## src/rtl/i2c_target_pkg.sv

```systemverilog
// Shared types for the I2C target: FSM state encoding and SDA drive levels.
package i2c_target_pkg;

  typedef enum logic [3:0] {
    S_IDLE,
    S_ADDR,
    S_ADDR_ACK,
    S_PTR,
    S_PTR_ACK,
    S_WDATA,
    S_WDATA_ACK,
    S_RDATA,
    S_RDATA_ACK,
    S_IGNORE
  } state_t;

  localparam logic OE_ACK  = 1'b1;
  localparam logic OE_NACK = 1'b0;

endpackage

```

## src/rtl/i2c_target_regif_line_filter.sv

```systemverilog
// Pad-input conditioning: 2-FF synchronizer, stability filter and edge pulses.
module i2c_line_filter #(
  parameter int FILTER_LEN = 3
) (
  input  logic i_clk,
  input  logic i_rst,
  input  logic i_line,
  output logic o_level,
  output logic o_rise,
  output logic o_fall
);

  localparam int            CW       = (FILTER_LEN > 1) ? $clog2(FILTER_LEN) : 1;
  localparam logic [CW-1:0] CNT_LOAD = CW'(FILTER_LEN - 1);

  logic          r_sync1;
  logic          r_sync2;
  logic          r_level;
  logic          r_rise;
  logic          r_fall;
  logic [CW-1:0] r_cnt;

  // Reset to the idle-bus level so a released line does not look like an edge.
  always_ff @(posedge i_clk) begin
    if (i_rst) begin
      r_sync1 <= 1'b1;
      r_sync2 <= 1'b1;
      r_level <= 1'b1;
      r_rise  <= 1'b0;
      r_fall  <= 1'b0;
      r_cnt   <= CNT_LOAD;
    end else begin
      r_sync1 <= i_line;
      r_sync2 <= r_sync1;
      r_rise  <= 1'b0;
      r_fall  <= 1'b0;
      if (r_sync2 == r_level) begin
        r_cnt <= CNT_LOAD;
      end else if (r_cnt == '0) begin
        r_level <= r_sync2;
        r_rise  <= r_sync2;
        r_fall  <= ~r_sync2;
        r_cnt   <= CNT_LOAD;
      end else begin
        r_cnt <= r_cnt - 1'b1;
      end
    end
  end

  assign o_level = r_level;
  assign o_rise  = r_rise;
  assign o_fall  = r_fall;

endmodule

```

## src/rtl/i2c_target_regif.sv

```systemverilog
// I2C target bridging bus transactions to an 8-bit register interface.
//   state       | meaning
//   IDLE        | bus free or not addressed since reset
//   ADDR        | shifting in address + R/W
//   ADDR_ACK    | ACKing the address (read: first fetch on its rising edge)
//   PTR/PTR_ACK | receiving / ACKing the register pointer
//   WDATA(_ACK) | receiving / ACKing write data
//   RDATA(_ACK) | driving read data / sampling controller ACK
//   IGNORE      | not ours or read ended; wait for STOP or START
module i2c_target_regif
  import i2c_target_pkg::*;
#(
  parameter logic [6:0] SLAVE_ADDR = 7'h50,
  parameter int         FILTER_LEN = 3
) (
  input  logic       i_clk,
  input  logic       i_rst,
  input  logic       i_scl,
  input  logic       i_sda,
  output logic       o_sda_oe,
  output logic [7:0] o_reg_addr,
  output logic       o_reg_wr_en,
  output logic [7:0] o_reg_wdata,
  output logic       o_reg_rd_en,
  input  logic [7:0] i_reg_rdata,
  output logic       o_busy
);

  logic w_scl, w_scl_rise, w_scl_fall;
  logic w_sda, w_sda_rise, w_sda_fall;

  i2c_line_filter #(.FILTER_LEN(FILTER_LEN)) u_scl_filt (
    .i_clk(i_clk), .i_rst(i_rst), .i_line(i_scl),
    .o_level(w_scl), .o_rise(w_scl_rise), .o_fall(w_scl_fall)
  );

  i2c_line_filter #(.FILTER_LEN(FILTER_LEN)) u_sda_filt (
    .i_clk(i_clk), .i_rst(i_rst), .i_line(i_sda),
    .o_level(w_sda), .o_rise(w_sda_rise), .o_fall(w_sda_fall)
  );

  state_t     r_state;
  logic [3:0] r_bitcnt;
  logic [6:0] r_shift;
  logic [7:0] r_tx;
  logic       r_rw;
  logic       r_fetch;
  logic [7:0] r_ptr;
  logic       r_sda_oe;
  logic       r_wr_en;
  logic [7:0] r_wdata;
  logic       r_rd_en;
  logic       r_busy;

  logic       w_start, w_stop, w_last_bit;
  logic [7:0] w_byte;

  // An SCL edge in the same cycle as the SDA edge means a data bit, not START/STOP.
  assign w_start    = w_sda_fall & w_scl & ~w_scl_rise;
  assign w_stop     = w_sda_rise & w_scl & ~w_scl_rise;
  assign w_byte     = {r_shift, w_sda};
  assign w_last_bit = (r_bitcnt == 4'd7);

  always_ff @(posedge i_clk) begin
    if (i_rst) begin
      r_state  <= S_IDLE;
      r_bitcnt <= 4'd0;
      r_shift  <= 7'd0;
      r_tx     <= 8'd0;
      r_rw     <= 1'b0;
      r_fetch  <= 1'b0;
      r_ptr    <= 8'd0;
      r_sda_oe <= OE_NACK;
      r_wr_en  <= 1'b0;
      r_wdata  <= 8'd0;
      r_rd_en  <= 1'b0;
      r_busy   <= 1'b0;
    end else begin
      r_wr_en <= 1'b0;
      r_rd_en <= 1'b0;
      r_fetch <= r_rd_en;
      if (r_fetch) r_tx <= i_reg_rdata;

      if (w_start) begin
        r_state  <= S_ADDR;
        r_bitcnt <= 4'd0;
        r_sda_oe <= OE_NACK;
        r_busy   <= 1'b0;
      end else if (w_stop) begin
        r_state  <= S_IDLE;
        r_bitcnt <= 4'd0;
        r_sda_oe <= OE_NACK;
        r_busy   <= 1'b0;
      end else begin
        case (r_state)
          S_ADDR, S_PTR, S_WDATA: begin
            if (w_scl_rise) begin
              r_shift  <= w_byte[6:0];
              r_bitcnt <= r_bitcnt + 4'd1;
              if (w_last_bit) begin
                if (r_state == S_ADDR) begin
                  if (w_byte[7:1] == SLAVE_ADDR) begin
                    r_state <= S_ADDR_ACK;
                    r_rw    <= w_byte[0];
                    r_busy  <= 1'b1;
                  end else begin
                    r_state <= S_IGNORE;
                  end
                end else if (r_state == S_PTR) begin
                  r_ptr   <= w_byte;
                  r_state <= S_PTR_ACK;
                end else begin
                  r_wr_en <= 1'b1;
                  r_wdata <= w_byte;
                  r_state <= S_WDATA_ACK;
                end
              end
            end
          end
          // bitcnt==8 marks the fall that opens the ACK clock; 0 marks the fall that closes it
          S_ADDR_ACK: begin
            if (w_scl_fall) begin
              if (r_bitcnt == 4'd8) begin
                r_sda_oe <= OE_ACK;
                r_bitcnt <= 4'd0;
              end else if (r_rw) begin
                r_state  <= S_RDATA;
                r_sda_oe <= ~r_tx[7];
                r_tx     <= {r_tx[6:0], 1'b0};
              end else begin
                r_state  <= S_PTR;
                r_sda_oe <= OE_NACK;
              end
            end else if (w_scl_rise && r_rw) begin
              r_rd_en <= 1'b1;
            end
          end
          S_PTR_ACK, S_WDATA_ACK: begin
            if (w_scl_fall) begin
              if (r_bitcnt == 4'd8) begin
                r_sda_oe <= OE_ACK;
                r_bitcnt <= 4'd0;
              end else begin
                r_sda_oe <= OE_NACK;
                r_state  <= S_WDATA;
                if (r_state == S_WDATA_ACK) r_ptr <= r_ptr + 8'd1;
              end
            end
          end
          S_RDATA: begin
            if (w_scl_rise) begin
              r_bitcnt <= r_bitcnt + 4'd1;
            end else if (w_scl_fall) begin
              if (r_bitcnt == 4'd8) begin
                r_sda_oe <= OE_NACK;
                r_bitcnt <= 4'd0;
                r_state  <= S_RDATA_ACK;
              end else begin
                r_sda_oe <= ~r_tx[7];
                r_tx     <= {r_tx[6:0], 1'b0};
              end
            end
          end
          S_RDATA_ACK: begin
            if (w_scl_rise) begin
              if (!w_sda) begin
                r_ptr   <= r_ptr + 8'd1;
                r_rd_en <= 1'b1;
              end else begin
                r_state <= S_IGNORE;
              end
            end else if (w_scl_fall) begin
              r_state  <= S_RDATA;
              r_bitcnt <= 4'd0;
              r_sda_oe <= ~r_tx[7];
              r_tx     <= {r_tx[6:0], 1'b0};
            end
          end
          S_IDLE, S_IGNORE: ;
          default: r_state <= S_IDLE;
        endcase
      end
    end
  end

  assign o_sda_oe    = r_sda_oe;
  assign o_reg_addr  = r_ptr;
  assign o_reg_wr_en = r_wr_en;
  assign o_reg_wdata = r_wdata;
  assign o_reg_rd_en = r_rd_en;
  assign o_busy      = r_busy;

endmodule
```

## config.mk

```make
export PLATFORM = sky130hd
export DESIGN_NAME = i2c_target_regif
export DESIGN_NICKNAME = d
export VERILOG_FILES = /design/src/rtl/i2c_target_pkg.sv /design/src/rtl/i2c_target_regif_line_filter.sv /design/src/rtl/i2c_target_regif.sv
export SDC_FILE = /design/constraint.sdc
export NUM_CORES = 1
export LEC_CHECK = 0
export BUFFER_PORTS_ARGS = -buffer_cell sky130_fd_sc_hd__buf_2
export CORE_MARGIN = 2
export CORE_UTILIZATION = 58
export CTS_CLUSTER_DIAMETER = 120
export CTS_CLUSTER_SIZE = 28
export DETAILED_ROUTE_END_ITERATION = 7
export PLACE_DENSITY = 0.79
export SETUP_SLACK_MARGIN = 0.02
export SLEW_MARGIN = 20
export SYNTH_ARGS = -nofsm -noshare
export SYNTH_HDL_FRONTEND = slang
export SYNTH_SLANG_ARGS = --single-unit
export TNS_END_PERCENT = 1
```

## constraint.sdc

```tcl
create_clock -name i_clk -period 2.3 [get_ports i_clk]
set_input_delay 0.23 -clock i_clk [delete_from_list [all_inputs] [get_ports i_clk]]
set_output_delay 0.23 -clock i_clk [all_outputs]
set_load 0.01 [all_outputs]
```

; Word level (Yosys, flattened, before mapping)
; Index checks and enable logic that the tools add are counted.
[totals]
word_cells = 185
output_inout_bits = 20
in_bits = 12
regBits = 59
[op_classes]
add_sub_neg = 4
bitwise = 19
mux = 65
n_reduce_logical = 28
n_eq_ne = 44
[ops]
columns = operator, n
row1 = $mux 8, 20
row2 = $mux 4, 20
row3 = $pmux 8 s3, 2
row4 = $reduce_and 12->1, 3
row5 = $pmux 4 s6, 1
row6 = $reduce_and 7->1, 3
row7 = $reduce_or 3->1, 7
row8 = $eq 4x3->1 const B, 5
row9 = $ne 2x2->1 const B, 10
row10 = $ne 4x4->1 const B, 5
row11 = $mux 1, 17
row12 = $ne 4x3->1 const B, 4
row13 = $pmux 4 s4, 1
row14 = $not 1->1, 15
row15 = $eq 4x4->1 const B, 3
row16 = $ne 2x1->1 const B, 6
row17 = $add 8x1->8 const B, 1
row18 = $eq 4x2->1 const B, 2
row19 = $reduce_and 4->1, 2
row20 = $reduce_bool 4->1, 2
row21 = $eq 7x7->1 const B, 1
row22 = $reduce_or 7->1, 1
row23 = $ne 5x3->1 const B, 1
row24 = $ne 5x4->1 const B, 1
row25 = other kinds (19), 27

; Depth between registers and ports, before layout
[logic_depth]
word_depth = 8
mapped_depth = 8

; Modules after synthesis
; A second synthesis with hierarchy kept.
[hier_totals]
hier_cells = 362
hier_area_um2 = 3113.0
[by_module_without_submodules]
columns = mod, cells_per_inst, area_each_um2, n_inst, seq_area_each_um2
row1 = i2c_target_regif, 322, 2640.0, 1, 900.9
row2 = i2c_line_filter, 20, 236.5, 2, 140.1

; Worst setup path after synthesis
; No wires, ideal clock.
[synth_timing]
path_type = register -> register
startpoint = reg r_bitcnt[0]
endpoint = reg r_state[0]
arrival_time_ns = 1.826
path_slack_ns = 0.358
stages_incl_launch_ff = 7
path_cell_list = dfxtp_1 -> ha_1 -> and4b_1 -> and2_1 -> or4b_4 -> a221o_1 -> o211a_1
[synth_between]
elab_chain_len = 3
[synth_lines]
columns = item, line_no
row1 = from (decl), i2c_target_regif.sv:43  ; logic [3:0] r_bitcnt;
row2 = from (signal assigned), i2c_target_regif.sv:99  ; r_bitcnt <= r_bitcnt + 4'd1;
row3 = from (signal assigned), i2c_target_regif.sv:152  ; r_bitcnt <= r_bitcnt + 4'd1;
row4 = $eq 4x4->1 / $eq 4x3->1 (equally long branches), -
row5 = $ne 4x4->1 (no source line), -
row6 = $reduce_and 12->1 (no source line) (*), -
row7 = to (signal assigned), i2c_target_regif.sv:127  ; r_state <= S_RDATA;
row8 = to (signal assigned), i2c_target_regif.sv:145  ; r_state <= S_WDATA;
row9 = to (signal assigned), i2c_target_regif.sv:157  ; r_state <= S_RDATA_ACK;
row10 = to (decl), i2c_target_regif.sv:42  ; state_t r_state;
; Mark *: on every way between the ends. The rest lies on a longest branch, timed or not.
; A chain may end at the register's enable or synchronous reset.

; Final worst setup path
; Same ends and word-level chain as after synthesis.

==> flow_metrics.tcl <==
set metrics [dict create \
    ys.flop_type "dfxtp_1" \
    setup-violations-final 0 \
    antenna_cells 0 \
    status "complete, no violations" \
    core-area_sq_mm 0.00507 \
    gp_congestion 0.926 \
    tightest_slew_ns 0.970 \
    rsz0062_at_grt "false" \
    wl_mm 6.61 \
    yosysWarnings 0 \
    fp-row-count 26 \
    clk_path_buf_depth 2 \
    synth_edf_count 0 \
    syn2layout_area_growth_pct 14.7 \
    grt_util_all_layers 0.244 \
    path_clk_slew_ns 0.07 \
    min_path_type "in2reg" \
    critPathKind "reg2reg" \
    drive_gt1_frac 0.203 \
    dp_slack_ns 0.129 \
    antenna_found_initial 0 \
    power_density_mw_per_mm2 618 \
    fmax_mhz 475 \
    fin_setup_tns_ns 0 \
    synth-xor-area-share 0.0116 \
    grt_pass1_vias 2437 \
    hold_buffers 0 \
    maxCapViolCount 0 \
    ant_nets 0 \
    initialDrtViolationCount 244 \
    clk_latency_ns 0.34 \
    cts_root_buffer "clkbuf_8" \
    skew_ns 0.00927 \
    p_leak_nw 1.41 \
    crit_path_end_kind "flop" \
    setup_slack_ns 0.194 \
    hold_viol_final 0 \
    grt_overflow 0 \
    die_h_um 76.3 \
    wl_per_cell_um 14.8 \
    synthCells 340 \
    grt_pass1_wl_mm 11.6 \
    htreeDepth 3 \
    drc 0 \
    async_reset_ff_frac 0 \
    nNetsFinal 387 \
    numClockSinks 59 \
    viasPerCell 5.96 \
    ctsResizeCount 0 \
    port_buffers 31 \
    yosysUniqueCellTypes 70 \
    postCtsSetupRepairBufs 0 \
    cp.arrival_ns 2.33 \
    synth_nets 357 \
    cts_buffers 9 \
    synthSimpleGateAreaFrac 0.227 \
    boundaryPins 32 \
    initial_utilization 0.597 \
    vias 2652 \
    die_w_um 76.3 \
    dr.pass1.iters 7 \
    synth-seq-cells 59 \
    period_share 0.916 \
    synthMuxAreaShare 0.0859 \
    fin_crit_ns 2.11 \
    crit_fanout 5 \
    worstPathRequired_ns 2.53 \
    synthesis.area_sq_mm 0.00303 \
    grt_max_degree 26 \
    yosysSeqAreaShare 0.390 \
    dieArea_sq_mm 0.00582 \
    startpoint_type "flop" \
    synth_top_family_by_area "simple AND/OR/NAND/NOR gates" \
    synth_compound_area_frac 0.211 \
    post-dp-hpwl_mm 4.67 \
    drv_slew 0 \
    ir_drop_uv 399 \
    tritoncts "yes" \
    synth_fa_ha_area_frac 0.0206 \
    slew_headroom 0.351 \
    postSynthAreaPerCell_sq_um 8.91 \
]
-- final timing paths --
kind / from / to / slack [ns] / cells past startpoint
max: r_bitcnt[0] / r_state[0] / 0.19 / 6
min: i_sda / u_sda_filt.r_sync1 / 0.07 / 2
max reg2reg: r_bitcnt[0] / r_state[0] / 0.19 / 6
min reg2reg: u_scl_filt.r_cnt[0] / u_scl_filt.r_cnt[0] / 0.42 / 1
-- worst max-delay path, cell delays in order, from the launching register on --
cell and delay [ns]:
dfxtp_1 0.35, ha_1 0.25, and4b_1 0.24, and2_1 0.18
or4b_4 0.53, a221o_1 0.33, o211a_1 0.12
-- synth_stat cells (2+ instances only) --
cell       number  area share
o311ai_0        3      0.0087
o211ai_1        3      0.0074
nor3_1         13       0.021
and3_1          2      0.0041
nand3_1         9       0.015
clkbuf_1       13       0.016
or4_1           2      0.0050
o21a_1          2      0.0050
a2111oi_0       2      0.0058
nor2b_1         6       0.012
nand3b_1        2      0.0050
nor4_1          4      0.0083
a31oi_1         2      0.0041
and2_1          4      0.0083
mux2i_1        26       0.086
dfxtp_1        59        0.39
nor3b_1         4      0.0099
buf_6           2      0.0074
o31ai_1         6       0.015
a32o_1          3      0.0099
xnor2_1         4       0.012
nor2_1         28       0.035
o311a_1         8       0.026
o21ai_0         8       0.013
a21oi_1        14       0.023
nand2_1        23       0.028
nand2b_1        4      0.0083
a211o_1         5       0.014
or2_2           6       0.012
nor4b_1         4       0.012
o21bai_1        2      0.0050
nor4bb_1        3      0.0099
inv_1          10       0.012
o21ai_1         7       0.012
buf_2           8       0.013
ha_1            5       0.021
-- cell families after synthesis --
kind of cell / Yosys count
DFF: 59
xor gates and xnor gates: 4
buffers and inverters: 36
adders and majority gates: 5
muxes: 26
and+or+nand+nor: 124
AOI/OAI and AO/OA: 86
-- report_power, final --
part	internal (mW)	total (mW)	switching, mW
clock network	0.618	1.06	0.439
registers	1.03	1.03	0.00428
logic	0.0220	0.0588	0.0368
-- metrics by stage --
step / cells / hold slack (ns) / instance area (sq um) / power (mW) / util
global placement: 429 / 0.394 / 3250 / 1.11 / 0.640
CTS: 445 / 0.0566 / 3470 / 2.17 / 0.684
detailed placement: 429 / 0.394 / 3250 / 1.12 / 0.640
global route: 445 / 0.0603 / 3480 / 2.23 / 0.685
finish: 445 / 0.0683 / 3480 / 2.15 / 0.685
floorplan: 340 / 0.334 / 3030 / 1.09 / -
-- sequential cells by signal, summed over array words and instances (netlist names), 2 cells and up --
name,cells
o_reg_addr,8
o_reg_wdata,8
r_tx,8
r_shift,7
r_bitcnt,4
r_state,4
u_scl_filt.r_cnt,2
u_sda_filt.r_cnt,2
-- cell type report --
class                      instances  area [sq um]
multi-input combinational        245          1690
fill                             430          1600
sequential                        59          1180
timing repair buffer              44           253
clock buffer                       9           124
clock inverter                     7           101
tap                               70          87.6
inverter                          11          41.3
-- cells in the final DEF (no fill, tap or decap), types with 7 or more instances in the layout --
master / Yosys / layout
nand2_1: 23 / 23
a21oi_1: 14 / 14
nor2_1: 28 / 28
o21ai_1: 7 / 7
o21ai_0: 8 / 8
nor3_1: 13 / 13
nand3_1: 9 / 9
inv_1: 10 / 10
clkbuf_8: 0 / 9
buf_4: 1 / 13
mux2i_1: 26 / 26
dfxtp_1: 59 / 56
o311a_1: 8 / 8
buf_2: 8 / 31
-- layer usage --
metal | GRT usage | up-vias | share of wire
li1 | - | 1324 | -
met1 | 0.331 | 1247 | 0.48
met2 | 0.377 | 72 | 0.45
met3 | 0.0581 | 9 | 0.048
met4 | 0.0964 | 0 | 0.013
met5 | 0 | - | 0
No activity file was read; power rests on OpenSTA's default activity.
